<file path="config.mk">
export PLATFORM = sky130hd
export DESIGN_NAME = adc_packet_framer
export DESIGN_NICKNAME = d
export VERILOG_FILES = /design/src/rtl/adc_packet_framer_pkg.sv /design/src/rtl/adc_packet_framer_tx_byte_handshake.sv /design/src/rtl/adc_packet_framer.sv
export SDC_FILE = /design/constraint.sdc
export NUM_CORES = 1
export LEC_CHECK = 0
export CORE_MARGIN = 5
export CORE_UTILIZATION = 45
export CTS_BUF_LIST = sky130_fd_sc_hd__clkbuf_16
export CTS_CLUSTER_SIZE = 40
export DETAILED_ROUTE_END_ITERATION = 10
export GPL_TIMING_DRIVEN = 0
export HOLD_SLACK_MARGIN = 0.03
export PLACE_DENSITY = 0.65
export SETUP_SLACK_MARGIN = 0.5
export SLEW_MARGIN = 20
export SYNTH_ARGS = -nofsm -noshare
export SYNTH_HDL_FRONTEND = slang
export SYNTH_HIERARCHICAL = 1
export SYNTH_SLANG_ARGS = --single-unit
</file>
<file path="constraint.sdc">
create_clock -name clk -period 5.7 [get_ports clk]
set_input_delay 1.14 -clock clk [delete_from_list [all_inputs] [get_ports clk]]
set_output_delay 1.14 -clock clk [all_outputs]
set_load 0.05 [all_outputs]
</file>
<file path="src/rtl/adc_packet_framer_pkg.sv">
`default_nettype none
// ============================================================================
// Module  : adc_packet_framer_pkg
// Brief   : Shared frame definitions for the ADC framer and the host parser.
// Revision: 1.0 - initial release
// ============================================================================
package adc_packet_framer_pkg;

    typedef enum logic [3:0] {
        ST_IDLE      = 4'd0,
        ST_SYNC      = 4'd1,
        ST_LEN_HI    = 4'd2,
        ST_LEN_LO    = 4'd3,
        ST_SEQ       = 4'd4,
        ST_FETCH     = 4'd5,
        ST_WAIT_DATA = 4'd6,
        ST_SEND_DATA = 4'd7,
        ST_CHECKSUM  = 4'd8,
        ST_DONE      = 4'd9
    } state_t;

    localparam logic [7:0] C_SYNC_BYTE = 8'hA5;

    // Byte offsets of each field within a frame; checksum follows the payload.
    localparam int C_FIELD_SYNC    = 0;
    localparam int C_FIELD_LEN_HI  = 1;
    localparam int C_FIELD_LEN_LO  = 2;
    localparam int C_FIELD_SEQ     = 3;
    localparam int C_FIELD_PAYLOAD = 4;
    localparam int C_HEADER_BYTES  = 4;

endpackage
`default_nettype wire

</file>
<file path="src/rtl/adc_packet_framer_tx_byte_handshake.sv">
`default_nettype none
// ============================================================================
// Module  : adc_packet_framer_tx_byte_handshake
// Brief   : Issues one-cycle TxStart pulses with a busy-ignore guard cycle.
// Revision: 1.0 - initial release
// ============================================================================
module adc_packet_framer_tx_byte_handshake (
    input  logic       clk,
    input  logic       rst,
    input  logic       i_send,
    input  logic [7:0] i_byte,
    input  logic       i_tx_busy,
    output logic       o_accepted,
    output logic       o_tx_start,
    output logic [7:0] o_tx_data
);

    logic       r_tx_start;
    logic       r_guard;
    logic [7:0] r_tx_data;
    logic       w_issue;

    // The UART may only raise busy a cycle after start, so the cycle after a
    // start is never trusted as idle.
    assign w_issue = i_send && !r_tx_start && !r_guard && !i_tx_busy;

    always_ff @(posedge clk) begin
        if (rst) begin
            r_tx_start <= 1'b0;
            r_guard    <= 1'b0;
            r_tx_data  <= 8'h00;
        end else begin
            r_guard    <= r_tx_start;
            r_tx_start <= w_issue;
            if (w_issue) begin
                r_tx_data <= i_byte;
            end
        end
    end

    assign o_accepted = r_tx_start;
    assign o_tx_start = r_tx_start;
    assign o_tx_data  = r_tx_data;

endmodule
`default_nettype wire

</file>
<file path="src/rtl/adc_packet_framer.sv">
`default_nettype none
// ============================================================================
// Module  : adc_packet_framer
// Brief   : Wraps storage bytes into sync/len/seq/payload/checksum frames.
// Revision: 1.0 - initial release
// ============================================================================
module adc_packet_framer
    import adc_packet_framer_pkg::*;
#(
    parameter logic [7:0]  SYNC_BYTE      = C_SYNC_BYTE,
    parameter logic [15:0] PAYLOAD_LEN    = 16'd1024,
    parameter logic [19:0] TIMEOUT_CYCLES = 20'd100000
) (
    input  logic       clk,
    input  logic       rst,
    input  logic       i_enable,
    input  logic [7:0] i_adc_data,
    input  logic       i_adc_data_valid,
    output logic       o_adc_data_strobe,
    output logic [7:0] o_tx_data,
    output logic       o_tx_start,
    input  logic       i_tx_busy,
    output logic       o_frame_active,
    output logic       o_frame_done,
    output logic       o_underflow
);

    state_t      r_state;
    logic [15:0] r_byte_cnt;
    logic [19:0] r_timeout;
    logic [7:0]  r_seq;
    logic [7:0]  r_checksum;
    logic [7:0]  r_payload;
    logic        r_strobe;
    logic        r_active;
    logic        r_done;
    logic        r_underflow;

    logic        w_send;
    logic [7:0]  w_byte;
    logic        w_accepted;
    logic [15:0] w_cnt_next;

    assign w_cnt_next = r_byte_cnt + 16'd1;

    always_comb begin
        w_send = 1'b1;
        w_byte = 8'h00;
        case (r_state)
            ST_SYNC:      w_byte = SYNC_BYTE;
            ST_LEN_HI:    w_byte = PAYLOAD_LEN[15:8];
            ST_LEN_LO:    w_byte = PAYLOAD_LEN[7:0];
            ST_SEQ:       w_byte = r_seq;
            ST_SEND_DATA: w_byte = r_payload;
            ST_CHECKSUM:  w_byte = r_checksum;
            default:      w_send = 1'b0;
        endcase
    end

    adc_packet_framer_tx_byte_handshake u_tx_byte_handshake (
        .clk        (clk),
        .rst        (rst),
        .i_send     (w_send),
        .i_byte     (w_byte),
        .i_tx_busy  (i_tx_busy),
        .o_accepted (w_accepted),
        .o_tx_start (o_tx_start),
        .o_tx_data  (o_tx_data)
    );

    always_ff @(posedge clk) begin
        if (rst) begin
            r_state     <= ST_IDLE;
            r_byte_cnt  <= 16'd0;
            r_timeout   <= 20'd0;
            r_seq       <= 8'd0;
            r_checksum  <= 8'd0;
            r_payload   <= 8'd0;
            r_strobe    <= 1'b0;
            r_active    <= 1'b0;
            r_done      <= 1'b0;
            r_underflow <= 1'b0;
        end else begin
            r_strobe <= 1'b0;
            r_done   <= 1'b0;
            case (r_state)
                ST_IDLE: begin
                    if (i_enable && i_adc_data_valid) begin
                        r_state     <= ST_SYNC;
                        r_active    <= 1'b1;
                        r_underflow <= 1'b0;
                        r_byte_cnt  <= 16'd0;
                        r_checksum  <= 8'd0;
                        r_timeout   <= 20'd0;
                    end
                end
                ST_SYNC:   if (w_accepted) r_state <= ST_LEN_HI;
                ST_LEN_HI: if (w_accepted) r_state <= ST_LEN_LO;
                ST_LEN_LO: if (w_accepted) r_state <= ST_SEQ;
                ST_SEQ:    if (w_accepted) r_state <= ST_FETCH;
                ST_FETCH: begin
                    if (i_adc_data_valid) begin
                        r_strobe <= 1'b1;
                        r_state  <= ST_WAIT_DATA;
                    end else if (r_timeout == TIMEOUT_CYCLES - 20'd1) begin
                        r_payload   <= 8'h00;
                        r_underflow <= 1'b1;
                        r_state     <= ST_SEND_DATA;
                    end else begin
                        r_timeout <= r_timeout + 20'd1;
                    end
                end
                // Storage sees the pop on the edge ending the strobe cycle, so
                // its data is only valid once the strobe has dropped.
                ST_WAIT_DATA: begin
                    if (!r_strobe) begin
                        r_payload <= i_adc_data;
                        r_state   <= ST_SEND_DATA;
                    end
                end
                ST_SEND_DATA: begin
                    if (w_accepted) begin
                        r_checksum <= r_checksum ^ r_payload;
                        r_byte_cnt <= w_cnt_next;
                        if (w_cnt_next == PAYLOAD_LEN) begin
                            r_state <= ST_CHECKSUM;
                        end else begin
                            r_state   <= ST_FETCH;
                            r_timeout <= 20'd0;
                        end
                    end
                end
                ST_CHECKSUM: if (w_accepted) r_state <= ST_DONE;
                ST_DONE: begin
                    r_done   <= 1'b1;
                    r_seq    <= r_seq + 8'd1;
                    r_active <= 1'b0;
                    r_state  <= ST_IDLE;
                end
                default: r_state <= ST_IDLE;
            endcase
        end
    end

    assign o_adc_data_strobe = r_strobe;
    assign o_frame_active    = r_active;
    assign o_frame_done      = r_done;
    assign o_underflow       = r_underflow;

endmodule
`default_nettype wire
</file>
==> impl_results.md, run 1 <==
* Count leader, synth: dfxtp_1
* Synth Instances at 539
* Storage cell area at 1562 sq um
* Drt pass-1 iters at 5
* Final Skew at 6.197 ps
* Top cells by area, synth: dfxtp_1, nor2_1, a21oi_1, nand2_1, nand2b_1
* Antenna diodes at 0
* Post-synth top area share at 37.14%
* Post-synthesis register bit count at 78
* Worst slew pin tran at 982.1 ps
* Power Dens Cells at 299.7 nW/um^2
* CTS Sinks at 78
* Critical Path Fanout Max at 10
* Power Total at 1.463 mW
* RSZ-0062 raised after global routing: no
* Top FF cell, synth: dfxtp_1
* Area of the multi-input gates at 2436 sq um
* DIE HEIGHT at 106.7 um
* Mean post-synth cell area at 7.800 sq um
* First-pass GRT wire length at 18.26 mm
* Post-CTS Setup Inserts at 0
* Die area at 11380 sq um
* CTS Root Cell: clkbuf_16
* WL per Instance at 15.95 um
* Post-Route Setup TNS at 0 ps
* Net count, final at 592
* Max clock buf depth at 2
* Cells resized by post-CTS repair at 0
* Sequential share of the synthesized area at 37.14%
* CP max-delay cell: a21oi_1
* Skew-Pair Late Insertion Delay at 340 ps
* Total gr overflow at 0
* WP data arrival at 3420 ps
* Die Wd at 106.7 um
* Most used cell along the critical path: a21oi_1
* Hpwl dp at 7.735 mm
* Worst VDD drop at 0.1496 mV
* WL final at 11.00 mm
* GP Congestion at 0.9392
* Final critical-path required period at 3212 ps
* Crit path launch type: input pin
* Vias in the first global route at 3799
* Buffers on Ports at 25
* Syn nets at 556
* Total CTS buffers at 9
* Largest area contributor in the netlist: dfxtp_1
* Mean number of vias per cell at 5.796
* Core area at 9153 sq um
* Initial Utilization at 45.93%
* Synth cell count leaders: dfxtp_1, nor2_1, nand2_1, a21oi_1, clkbuf_1
* Number of max-cap violations at 0
* Max incr delay on CP at 640 ps
* HP Class: register to register
* DRC Markers at 0
* Warnings, synthesis at 6
* Htree depth at 3
* Hold slack at 471.1 ps
* # IOs at 26
* Rows at 35
* Post-synth cell types at 53
* EDFF count, synth at 0
* Worst path required time at 5900 ps
* Total GRT Usage at 19.81%
* Vias at 3999
* Area delta synth->final at 16.13%
* Post-CTS Hold Buffers at 0
* Async SR Flop Fraction at 0%
* FMAX at 311.4 MHz
* Final worst path period share at 56.35%
* Final setup fails at 0
* Worst path bufs/invs at 2
* Slew HR at 34.02%
* Initial DRC count at 212
* Slew Viols, Final at 0
* Initial antenna violation count at 0
* Largest net degree at the start of global routing at 14
* Critical path type: input pin to register
* CP Capture Type: register
* Cells along the critical path: clkdlybuf4s50_1 > nand3_1 > a21oi_1 > clkbuf_1 > o21ai_0 > a21oi_1 > nor2_1
* Share of cells above drive strength 1 at 4.836%
* Crit path max-delay family: buffers and inverters
* Status: finished, final reports clean
* # fillers at 890
* CTS tree: done
* Leakage at 1.585 nW
* Detail Route Antenna Nets at 0
* Final hold violations at 0
* Area of the mapped netlist at 4204 sq um
* Worst-path clk slew at 60 ps
==> flip-flops by register name, indices dropped and copies added (netlist names) <==
register                        flops
r_payload                           8
u_tx_byte_handshake/o_tx_data       8
r_state                             4
r_byte_cnt                         16
o_adc_data_strobe                   1
r_checksum                          8
r_timeout                          20
o_underflow                         1
u_tx_byte_handshake/o_accepted      1
r_seq                               8
o_frame_done                        1
u_tx_byte_handshake/r_guard         1
o_frame_active                      1
==> metrics by stage <==
| stage | util, % | instance area (sq um) | instances | setup slack, ps |
|---|---|---|---|---|
| finish | 53.34 | 4882 | 690 | 2488 |
| CTS | 53.34 | 4882 | 690 | 2493 |
| global route | 53.34 | 4882 | 690 | 2249 |
| detailed placement | 50.18 | 4593 | 675 | 2158 |
| floorplan | - | 4204 | 539 | 3372 |
| global placement | 50.18 | 4593 | 675 | 2198 |
==> kinds of logic after synthesis <==
| kind of cell | count (synthesis) | share of synthesized area, % |
|---|---|---|
| AO/OA/AOI/OAI | 129 | 19.85 |
| XOR/XNOR | 17 | 3.542 |
| adder cells (fa/ha/maj) | 4 | 1.191 |
| buffers and inverters | 51 | 4.911 |
| flip-flops | 78 | 37.14 |
| multiplexers | 12 | 2.857 |
| AND/OR/NAND/NOR | 248 | 30.51 |
==> worst register-to-register path, stage by stage, from the launching register on <==
cell and delay (ps):
dfxtp_1 480, ha_1 200, clkbuf_1 280, nand3_1 210, mux2i_1 160, o21ai_0 230, nand4_1 210, o31a_1 350
clkbuf_1 260, a311oi_1 350
==> final timing paths <==
| check | slack (ps) | cells after the start | endpoint | start |
|---|---|---|---|---|
| max | 2490 | 7 | r_byte_cnt[13] | i_adc_data_valid |
| min | 470 | 2 | u_tx_byte_handshake/o_tx_data[1] | u_tx_byte_handshake/o_tx_data[1] |
| min reg2reg | 470 | 2 | u_tx_byte_handshake/o_tx_data[1] | u_tx_byte_handshake/o_tx_data[1] |
| max reg2reg | 2880 | 9 | r_timeout[10] | r_byte_cnt[0] |
==> routing by layer <==
metal  wire length [um]  track usage [%]
met1               5373            27.51
met2               4847            30.26
met3                594            3.853
met4                187            7.854
met5                  0                0
==> report_power, final <==
| part | switching [mW] | total [mW] | internal (mW) | leakage [nW] |
|---|---|---|---|---|
| registers | 0.0132 | 0.573 | 0.560 | 0.629 |
| logic | 0.201 | 0.320 | 0.119 | 0.817 |
| clock network | 0.234 | 0.570 | 0.336 | 0.139 |
==> layout make-up <==
class | count | area share [%]
buffer | 36 | 3.075
clock buffer | 9 | 4.613
clock inverter | 6 | 1.307
inverter | 15 | 1.153
multi-input combinational | 410 | 49.90
sequential | 78 | 31.98
tap | 111 | 2.845
timing repair buffer | 25 | 5.126
==> cells in the final DEF (no fill, tap or decap), types with 3 or more instances in the layout <==
| master | count |
|---|---|
| o31ai_1 | 4 |
| a31oi_1 | 12 |
| and3_1 | 3 |
| ha_1 | 4 |
| and4_1 | 6 |
| a311oi_1 | 10 |
| clkdlybuf4s50_1 | 25 |
| or2_2 | 3 |
| inv_1 | 15 |
| nand3_1 | 18 |
| mux2i_1 | 12 |
| o32ai_1 | 10 |
| nor4_1 | 7 |
| xor2_1 | 13 |
| nor2b_1 | 4 |
| nand4b_1 | 3 |
| nand4_1 | 12 |
| clkbuf_1 | 29 |
| o211ai_1 | 3 |
| clkbuf_16 | 9 |
| nor3_1 | 19 |
| dfxtp_1 | 78 |
| a22oi_1 | 17 |
| nand2b_1 | 22 |
| or3_1 | 4 |
| xnor2_1 | 4 |
| buf_2 | 3 |
| a211oi_1 | 4 |
| o21ai_0 | 24 |
| nor2_1 | 75 |
| nand2_1 | 49 |
| and2_1 | 10 |
| a21oi_1 | 37 |
Power figures use the tool's default switching activity.
==> inputs of run 2 (changes only) <==
Clock period 5.7 ns to 3.1 ns, I/O delays scaled along.
==> impl_results.md, run 2 (synthesized netlist as in run 1, its figures left out) <==
* CP Capture Type: register
* Worst path required time at 3330 ps
* CTS Sinks at 78
* WL final at 11.02 mm
* Met3 usage at 3.853%
* Crit Reg-Reg Startpoint: r_byte_cnt[0]
* Die Wd at 106.7 um
* Worst R2R Path Depth at 9
* Leakage at 1.638 nW
* GR peak layer: met2
* Final Skew at 8.327 ps
* Antenna diodes at 0
* CTS tree: done
* Sequential fraction of design power at 38.8%
* Crit path launch type: register
* WP data arrival at 2710 ps
* Grt met2 use at 30.22%
* Final worst path period share at 79.77%
* Max FFs per register at 20
* Clock Power Share at 38.3%
* Skew-Pair Late Insertion Delay at 340 ps
* Worst reg2reg endpoint: r_timeout[10]
* Largest registers: r_timeout (20), r_byte_cnt (16)
* Die area at 11380 sq um
* Drt pass-1 iters at 4
* Initial Utilization at 45.93%
* Max clock buf depth at 2
* Number of max-cap violations at 0
* RSZ-0062 raised after global routing: no
* Comb pwr share at 22.9%
* Worst VDD drop at 0.2714 mV
* Power Dens Cells at 550.3 nW/um^2
* Core area at 9153 sq um
* Rows at 35
* Crit path from: r_byte_cnt[0]
* Share of cells above drive strength 1 at 8.076%
* R2R Setup Slk at 630 ps
* Worst slew pin tran at 1018 ps
* # fillers at 890
* CP max-delay cell: a221o_1
* Final hold violations at 0
* First-pass GRT wire length at 18.24 mm
* DIE HEIGHT at 106.7 um
* WL per Instance at 15.89 um
* Internal power at 1.891 mW
* Final setup fails at 0
* GP Congestion at 0.9392
* Htree depth at 3
* FMAX at 404.4 MHz
* Max incr delay on CP at 390 ps
* Worst-path clk slew at 60 ps
* Final critical-path required period at 2473 ps
* # IOs at 26
* HP Class: register to register
* Total GRT Usage at 19.80%
* CTS Root Cell: clkbuf_16
* Total CTS buffers at 9
* Vias at 4052
* Power Total at 2.714 mW
* Most frequent cells in the layout: dfxtp_1, nor2_1, nand2_1
* Met1 Track Usage GR at 27.51%
* Post-CTS Hold Buffers at 0
* Most common cell after layout, fill and taps aside: dfxtp_1
* Net count, final at 595
* Mean number of vias per cell at 5.847
* Buffers on Ports at 25
* Net Sw Frac at 30.32%
* DRC Markers at 0
* Switching Power at 822.9 uW
* Hpwl dp at 7.735 mm
* Post-Route Setup TNS at 0 ps
* Slew HR at 31.61%
* Initial antenna violation count at 0
* Setup crit end: r_timeout[10]
* Area delta synth->final at 17.32%
* Initial DRC count at 232
* Detail Route Antenna Nets at 0
* Most used cell along the critical path: clkbuf_2
* Largest net degree at the start of global routing at 14
* Total gr overflow at 0
* Slew Viols, Final at 0
* Critical path type: register to register
* Cells along the critical path: ha_1 > clkbuf_2 > inv_1 > and4_1 > o211ai_1 > a221o_1 > o31a_1 > clkbuf_2 > a311oi_1
* Status: finished, final reports clean
* Critical Path Fanout Max at 10
* Most flop-heavy register: r_timeout
* Vias in the first global route at 3801
run 2: layer usage:
layer	up-vias	share of wire (%)	routed length [um]
met4	0	1.7	184
met3	18	5.8	644
li1	2026	-	-
met1	1891	48	5311
met2	117	44	4875
met5	-	0	0
run 2: per-stage QoR:
| step | instances | hold WS [ps] | worst slack (ps) | utilization [%] | instance area (sq um) |
|---|---|---|---|---|---|
| after CTS | 690 | 475.9 | 525.1 | 53.42 | 4890 |
| final | 693 | 471.0 | 627.1 | 53.89 | 4932 |
| after floorplan | 539 | 449.7 | 802.5 | - | 4204 |
| after global placement | 675 | 456.9 | 118.2 | 50.18 | 4593 |
| after global routing | 693 | 495.4 | 457.3 | 53.89 | 4932 |
| after detailed placement | 675 | 459.5 | 77.77 | 50.18 | 4593 |
run 2: power by group through the flow:
stage / Clock [mW] / Combinational (mW) / Sequential, mW
after detailed placement: 0 / 0.581 / 1.08
after CTS: 1.06 / 0.587 / 1.05
after floorplan: 0 / 0.393 / 1.11
final: 1.04 / 0.622 / 1.05
after global routing: 1.10 / 0.677 / 1.06
after global placement: 0 / 0.576 / 1.07
run 2: worst max-delay path: cells and delay by family (launching register included):
kind | cells | cell delay, ps
compound gates | 4 | 1090
fa+ha+maj | 1 | 210
buf+inv | 3 | 510
flops | 1 | 370
simple gates | 1 | 200
run 2: worst min-delay path by stage:
| stage | startpoint | to | depth (start not counted) |
|---|---|---|---|
| global placement | u_tx_byte_handshake/o_tx_data[7] | u_tx_byte_handshake/o_tx_data[7] | 2 |
| CTS | u_tx_byte_handshake/o_tx_data[0] | u_tx_byte_handshake/o_tx_data[0] | 2 |
| finish | u_tx_byte_handshake/o_tx_data[1] | u_tx_byte_handshake/o_tx_data[1] | 2 |
| floorplan | r_timeout[19] | r_timeout[19] | 1 |
| detailed placement | u_tx_byte_handshake/o_tx_data[2] | u_tx_byte_handshake/o_tx_data[2] | 2 |
| global route | u_tx_byte_handshake/o_tx_data[0] | u_tx_byte_handshake/o_tx_data[0] | 2 |
run 2: layout make-up:
cell class | count | area (sq um) | area share (%)
multi-input cells | 410 | 2447 | 49.62
flip-flops and latches | 78 | 1565 | 31.74
repair buffers | 28 | 272.8 | 5.530
clock buffers | 9 | 225.2 | 4.566
plain buffers | 36 | 162.7 | 3.298
well taps | 111 | 138.9 | 2.816
clock inverters | 6 | 63.81 | 1.294
inverters | 15 | 56.30 | 1.142
run 2: what timing repair did:
action / in CTS / in global routing
endpoints found under the hold margin: 0 / 0
resized for setup: 4 / 20
setup endpoints to repair: 22 / 35
pin swaps: 0 / 2
buffers inserted: 0 / 3
==> inputs of run 3 (changes only) <==
Clock period 3.1 ns to 2.55 ns, I/O delays scaled along.
==> impl_results.md, run 3 (synthesized netlist as in run 1, its figures left out) <==
* WL final at 11.96 mm
* Power Total at 3.516 mW
* Leakage at 1.909 nW
* Number of max-cap violations at 0
* CTS Sinks at 78
* Initial Utilization at 45.93%
* Status: finished, final reports clean
* Max clock buf depth at 2
* Initial antenna violation count at 0
* Net count, final at 621
* Skew-Pair Late Insertion Delay at 340 ps
* Final Skew at 5.672 ps
* Setup crit end: r_timeout[17]
* Worst path required time at 2790 ps
* GP Congestion at 0.9289
* Worst-path clk slew at 60 ps
* Crit path from: r_byte_cnt[0]
* Critical path type: register to register
* Area delta synth->final at 29.85%
* Most flop-heavy register: r_timeout
* Detail Route Antenna Nets at 0
* CTS Root Cell: clkbuf_16
* Htree depth at 3
* Final worst slack at 279.5 ps
* Slew HR at 54.19%
* Core area at 9153 sq um
* Buffers on Ports at 25
* Final critical-path required period at 2270 ps
* Worst VDD drop at 0.3729 mV
* Final hold violations at 0
* Rows at 35
* Share of cells above drive strength 1 at 20.69%
* # fillers at 835
* R2R Setup Slk at 280 ps
* Worst path bufs/invs at 3
* Largest net degree at the start of global routing at 15
* Largest registers: r_timeout (20), r_byte_cnt (16)
* First-pass GRT wire length at 18.93 mm
* DRC Markers at 0
* DIE HEIGHT at 106.7 um
* # IOs at 26
* Initial DRC count at 345
* Cells along the critical path: ha_4 > buf_8 > inv_4 > and4_1 > o211ai_1 > a221o_1 > o31a_1 > buf_8 > a311oi_2
* Max FFs per register at 20
* CTS tree: done
* WP data arrival at 2510 ps
* Drt pass-1 iters at 5
* FMAX at 440.4 MHz
* Hpwl dp at 7.767 mm
* Total gr overflow at 0
* Setup Slack @ Placement at -380.7 ps
* Final core utilization at 59.64%
* Placed Instances at 675
* Total CTS buffers at 9
* Max incr delay on CP at 390 ps
* HP Class: register to register
* Vias in the first global route at 3800
* Critical Path Fanout Max at 7
* Most common cell after layout, fill and taps aside: nor2_1
* Total GRT Usage at 20.53%
* Worst R2R Path Depth at 9
* Die area at 11380 sq um
* Most used cell along the critical path: buf_8
* WL per Instance at 16.62 um
* Worst reg2reg endpoint: r_timeout[17]
* Crit Reg-Reg Startpoint: r_byte_cnt[0]
* Worst slew pin tran at 682.0 ps
* Count of non-filler cells in the finished layout at 720
* Crit path launch type: register
* Final worst path period share at 89.04%
* Levels on crit path at 9
* Final setup fails at 0
* Vias at 4267
* Slew Viols, Final at 0
* RSZ-0062 raised after global routing: yes
* Antenna diodes at 0
* Die Wd at 106.7 um
* Crit path max-delay family: compound AO/OA/AOI/OAI gates
* CP max-delay cell: o31a_1
* Most frequent cells in the layout: nor2_1, dfxtp_1, nand2_1
* Mean number of vias per cell at 5.926
* CP Capture Type: register
* Power Dens Cells at 644.0 nW/um^2
-- run 3: timing repair --
action,in CTS,in global routing
resized for setup,43,70
setup endpoints to repair,77,67
pin swaps,12,16
buffers inserted,13,14
gates cloned,1,1
hold buffers,0,0
-- run 3: where the power goes --
group | switching, mW | internal (mW)
combinational | 0.513 | 0.339
clock | 0.521 | 0.860
sequential | 0.0334 | 1.25
-- run 3: layer usage --
| layer | up-vias | global-route usage [%] | routed length (um) |
|---|---|---|---|
| met2 | 150 | 31.56 | 5585 |
| met4 | 0 | 4.292 | 159 |
| met1 | 2028 | 29.79 | 5493 |
| met3 | 22 | 4.214 | 724 |
| met5 | - | 0 | 0 |
| li1 | 2067 | - | - |
-- run 3: worst min path at each step --
stage,start,to,slack (ps),cells after the start
6_report,u_tx_byte_handshake/o_tx_data[4],u_tx_byte_handshake/o_tx_data[4],480,2
5_1_grt,u_tx_byte_handshake/o_tx_data[4],u_tx_byte_handshake/o_tx_data[4],510,2
4_1_cts,r_timeout[8],r_timeout[8],480,1
3_5_place_dp,r_timeout[8],r_timeout[8],470,1
2_1_floorplan,r_timeout[8],r_timeout[8],440,1
3_3_place_gp,u_tx_byte_handshake/o_tx_data[0],u_tx_byte_handshake/o_tx_data[0],460,2
-- run 3: area by class of cell --
class	instances	area (sq um)	share of cell area, %
multi-input combinational	410	2629	48.15
clock buffer	9	225.2	4.126
sequential	78	1585	29.04
inverter	15	58.81	1.077
timing repair buffer	54	480.5	8.801
buffer	36	242.7	4.446
tap	111	138.9	2.544
clock inverter	7	98.84	1.811
-- run 3: worst min-delay path: stages, from the launching register on --
cell and delay [ps]:
dfxtp_1 310, nand2b_1 60, mux2i_1 50
-- run 3: through the flow --
stage	cell area (sq um)	setup TNS (ps)	hold WS, ps
6_report	5459	0	476.7
5_1_grt	5459	0	505.3
4_1_cts	5180	0	482.3
3_5_place_dp	4619	-4758	467.9
3_3_place_gp	4619	-3124	458.8
2_1_floorplan	4230	0	438.2
==> RTL edit 1 (flow settings as in run 2) <==
Reset style: asynchronous (`rst`), changed in 2 clocked blocks.
--- a/src/rtl/adc_packet_framer_tx_byte_handshake.sv
+++ b/src/rtl/adc_packet_framer_tx_byte_handshake.sv
@@ -25,5 +25,5 @@
     assign w_issue = i_send && !r_tx_start && !r_guard && !i_tx_busy;
 
-    always_ff @(posedge clk) begin
+    always_ff @(posedge clk or posedge rst) begin
         if (rst) begin
             r_tx_start <= 1'b0;
--- a/src/rtl/adc_packet_framer.sv
+++ b/src/rtl/adc_packet_framer.sv
@@ -69,5 +69,5 @@
     );
 
-    always_ff @(posedge clk) begin
+    always_ff @(posedge clk or posedge rst) begin
         if (rst) begin
             r_state     <= ST_IDLE;
Function: differs if rst is asserted again (counterexample within 4 cycles, from zero or initial values and one cycle with rst high); with rst held inactive, the same outputs for 10 cycles.
==> RTL edit 1 against run 2 <==
  * Worst setup slack worse by 0.16 ns
  * Final area is 4.3% higher
  * Synthesized cell count decreased by 11%
  * Sequential cell count unchanged
  * Largest cell class unchanged
  * Sequential share of layout area rose by 6.3 points
  * Wire length shrank 0.79%
  * Die area increased by 2.0%
  * Synthesized area increased by 2.2%
  * Clock skew down 0.0017 ns
Power is not compared: it rests on default switching activity, and its combinational part moved more than twofold at a synthesized area within 25%.
==> RTL edit 1: results (changes against run 2) <==
| Metric | Value |
|---|---|
| Dpl cells | 633 (was 675) |
| CP max-delay cell | or4_4 (was a221o_1) |
| Status | finished, final reports clean (unchanged) |
| Worst hold endpoint | r_seq[7] (was u_tx_byte_handshake/o_tx_data[1]) |
| Nets | 538 (was 595) |
| Share of layout cells above drive strength 1 | 13.5% (was 8.08%) |
| Crit path launch | r_state[0] (was r_byte_cnt[0]) |
| Mux contribution to synthesized area | 2.82% (was 2.86%) |
| Synthesized Nets | 495 (was 556) |
| Post-Place Setup Slack | -0.230 ns (was 0.0778 ns) |
| Global-route wire length before repair | 18100 microns (was 18200 microns) |
| Non-filler cells, final | 655 (was 693) |
| Post-DP HPWL | 7520 microns (was 7730 microns) |
| Critical path peak fanout | 7 (was 10) |
| Reg2reg path depth | 7 (was 9) |
| Mapped Cells | 478 (was 539) |
| Min-Delay Path Depth | 1 (was 2) |
| Reg2Reg Capture Point | r_state[0] (was r_timeout[10]) |
| Root Buffer | clkbuf_16 (unchanged) |
| Fill cells | 874 (was 890) |
| Min Hold Slack | 0.483 ns (was 0.471 ns) |
| Compound-Gate Fraction of Synth Area | 19.7% (was 19.9%) |
| Most used flip-flop cell after synthesis | dfrtp_1 (was dfxtp_1) |
| Placed instance area | 4730 sq um (was 4590 sq um) |
| Placer Congestion | 0.859 (was 0.939) |
| Initial DRT Pass Iterations | 5 (was 4) |
| Yosys cell types | 60 (was 53) |
| Synth Area in XOR/XNOR | 3.87% (was 3.54%) |
| Later-pin clock latency in the skew report | 0.34 ns (about the same) |
| Largest net degree at the start of global routing | 36 (was 14) |
| Max stage delay on crit path | 0.57 ns (was 0.39 ns) |
| Sequential share of the synthesized area | 45.4% (was 37.1%) |
| Overall global routing resource usage | 19.6% (was 19.8%) |
| Kind of critical path | reg2reg (unchanged) |
| Number of global-route vias before repair | 3670 (was 3801) |
| Worst EP arrival | 2.86 ns (was 2.71 ns) |
| Slew @ Worst Pin | 0.677 ns (was 1.02 ns) |
| Drt wl/cell | 16.7 microns (was 15.9 microns) |
| Top cell family by delay on the critical path | simple AND/OR/NAND/NOR gates (was compound AO/OA/AOI/OAI gates) |
| Post-synth top cells | dfrtp_1 (78), nand2_1 (70), nor2_1 (43) (was dfxtp_1 (78), nor2_1 (75), nand2_1 (49)) |
| Adder-Cell Fraction of Synth Area | 1.16% (was 1.19%) |
| Final WS setup | 0.467 ns (was 0.627 ns) |
| Ys async rst share | 100% (was 0%) |
| Via density | 5.89 (was 5.85) |
| Clock Skew | 0.00659 ns (was 0.00833 ns) |
| Clock Tree Buf Depth | 2 (unchanged) |
| Ranking of synthesized cells by area | dfrtp_1 (45%), nand2_1 (6.1%), o21ai_0 (4.8%) (was dfxtp_1 (37%), nor2_1 (6.7%), a21oi_1 (4.4%)) |
| Initial DRC count | 266 (was 232) |
| Hold Path Origin | r_seq[7] (was u_tx_byte_handshake/o_tx_data[1]) |
| Num CTS Buffers | 9 (unchanged) |
RTL edit 1: changes by cell type after synthesis, moves of 11 or more:
| cell | before | now |
|---|---|---|
| dfrtp_1 | 0 | 78 |
| dfxtp_1 | 78 | 0 |
| nor2_1 | 75 | 43 |
| nand2_1 | 49 | 70 |
| a41oi_1 | 0 | 19 |
| nand2b_1 | 22 | 5 |
| o21ai_0 | 24 | 41 |
| a22oi_1 | 17 | 1 |
| a21oi_1 | 37 | 26 |
| clkbuf_1 | 29 | 18 |
RTL edit 1: repair_timing:
action | CTS | global route
pin swaps | 2 | 1
gates resized for setup | 14 | 17
setup endpoints to repair | 31 | 32
setup buffers | 3 | 3
RTL edit 1: layer usage:
metal  vias up  wire (microns)  GRT usage, %
met5         -               0             0
met4         0             285          8.48
met3        23             462          3.24
met2       125            5350          31.8
met1      1888            4830          25.8
li1       1825               -             -
RTL edit 1: cell type report:
type	instances	area, sq um	area share, %
tap	129	161	3.14
buffer	25	124	2.41
multi-input combinational	359	2230	43.4
inverter	16	62.6	1.22
clock buffer	9	225	4.38
sequential	78	1960	38.0
timing repair buffer	32	318	6.18
clock inverter	7	66.3	1.29
RTL edit 1: power by group through the flow:
| stage | combinational (mW) | sequential, mW | clock [mW] |
|---|---|---|---|
| floorplan | 0.856 | 1.44 | 0 |
| global placement | 1.28 | 1.38 | 0 |
| detailed placement | 1.31 | 1.39 | 0 |
| CTS | 1.37 | 1.37 | 1.07 |
| global route | 1.56 | 1.41 | 1.12 |
| finish | 1.43 | 1.38 | 1.06 |
RTL edit 1: worst reg2reg max path: stages, from the launching register on:
cell	delay [ns]
dfrtp_1	0.48
inv_2	0.12
and3_1	0.20
buf_6	0.14
or4_4	0.57
a221oi_4	0.36
or4b_1	0.47
o22a_1	0.18
==> RTL edit 2 (settings of run 2) <==
Made on the original files. Set the parameter `TIMEOUT_CYCLES` to 20'd65536 (it was 20'd100000).
--- a/src/rtl/adc_packet_framer.sv
+++ b/src/rtl/adc_packet_framer.sv
@@ -10,5 +10,5 @@
     parameter logic [7:0]  SYNC_BYTE      = C_SYNC_BYTE,
     parameter logic [15:0] PAYLOAD_LEN    = 16'd1024,
-    parameter logic [19:0] TIMEOUT_CYCLES = 20'd100000
+    parameter logic [19:0] TIMEOUT_CYCLES = 20'd65536
 ) (
     input  logic       clk,
Behaviour: no difference found for any inputs over 10 cycles, from zero or initial values and one cycle with rst high; that may be too few to reach the edited logic, so the function may still have changed.
==> RTL edit 2 against run 2 <==
  * Synthesized cell count fell by 2.8%
  * Wire length rose by 1.2%
  * Critical endpoint is now o_tx_start
  * Critical path type is now reg2out
  * Final area increased by 0.46%
  * Sequential cell count unchanged
  * Largest cell class unchanged
  * Global-route usage hardly changed
  * Clock skew is 0.0026 ns lower
  * Die area is 0.40% higher
  * Total power is 2.8% lower
  * Worst setup slack worse by 0.014 ns
  * Synthesized area up 0.45%
==> RTL edit 2: results (changes against run 2) <==
| Metric | Value |
|---|---|
| Avg Inst Size Synth | 8.06 sq um (was 7.80 sq um) |
| Bufs w/o clock | 59 (was 64) |
| Fraction of area in multi-input gates | 50.8% (was 49.6%) |
| Met2 Use GR | 32.9% (was 30.2%) |
| Status | finished, final reports clean (unchanged) |
| Relative slew slack | 34.6% (was 31.6%) |
| Seq/total area | 31.5% (was 31.7%) |
| Met3 routed WL | 613 microns (was 644 microns) |
| Leakage Power | 1.62 nW (was 1.64 nW) |
| Fill cells | 893 (was 890) |
| Non-filler cells, final | 677 (was 693) |
| Post-DP HPWL | 7860 microns (was 7730 microns) |
| Share of layout cells above drive strength 1 | 10.8% (was 8.08%) |
| Critical path peak fanout | 8 (was 10) |
| Ranking of synthesized cells by area | dfxtp_1 (37%), nor2_1 (7.0%), nand2_1 (5.5%) (was dfxtp_1 (37%), nor2_1 (6.7%), a21oi_1 (4.4%)) |
| Worst VDD drop | 0.000296 V (was 0.000271 V) |
| Synthesized Nets | 541 (was 556) |
| PnR Total Power | 2.64 mW (was 2.71 mW) |
| Compound-Gate Fraction of Synth Area | 21.6% (was 19.9%) |
| Mux contribution to synthesized area | 2.87% (was 2.86%) |
| Number of setup buffers added after CTS | 1 (was 0) |
| Max Clock Freq | 0.402 GHz (was 0.404 GHz) |
| Adder-Cell Fraction of Synth Area | 1.19% (about the same) |
| Footprint of the multi-input gates | 2520 sq um (was 2450 sq um) |
| Sequential share of the synthesized area | 37.0% (was 37.1%) |
| Drt wl/cell | 16.5 microns (was 15.9 microns) |
| Dpl cells | 660 (was 675) |
| Met3 Usage GRT | 4.58% (was 3.85%) |
| Initial DRT Pass Iterations | 5 (was 4) |
| Grt met1 use | 25.8% (was 27.5%) |
| Int Pwr | 1.85 mW (was 1.89 mW) |
| Clock-cell share | 5.83% (was 5.86%) |
-- RTL edit 2: cell types whose count changed in the layout (fill, tap and decap cells not counted), sizes merged, moves of 7 or more --
cell and change:
nand2 +13, o21ai +7, inv -10, a41oi +17, o32ai -10, a21oi -14
-- RTL edit 2: worst paths after layout --
kind / depth (start not counted) / start / endpoint / slack (ns)
setup / recovery: 2 / u_tx_byte_handshake/o_accepted / o_tx_start / 0.61
hold / removal: 2 / u_tx_byte_handshake/o_tx_data[6] / u_tx_byte_handshake/o_tx_data[6] / 0.47
setup reg to reg: 7 / r_byte_cnt[0] / r_timeout[2] / 0.65
hold reg to reg: 2 / u_tx_byte_handshake/o_tx_data[6] / u_tx_byte_handshake/o_tx_data[6] / 0.47
-- RTL edit 2: worst register-to-register path: stages (launching register included) --
cell and delay (ns):
dfxtp_1 0.38, ha_2 0.26, or4_1 0.42, a2111oi_2 0.40
o2111a_2 0.31, nand3_4 0.17, buf_6 0.21, a211oi_1 0.21
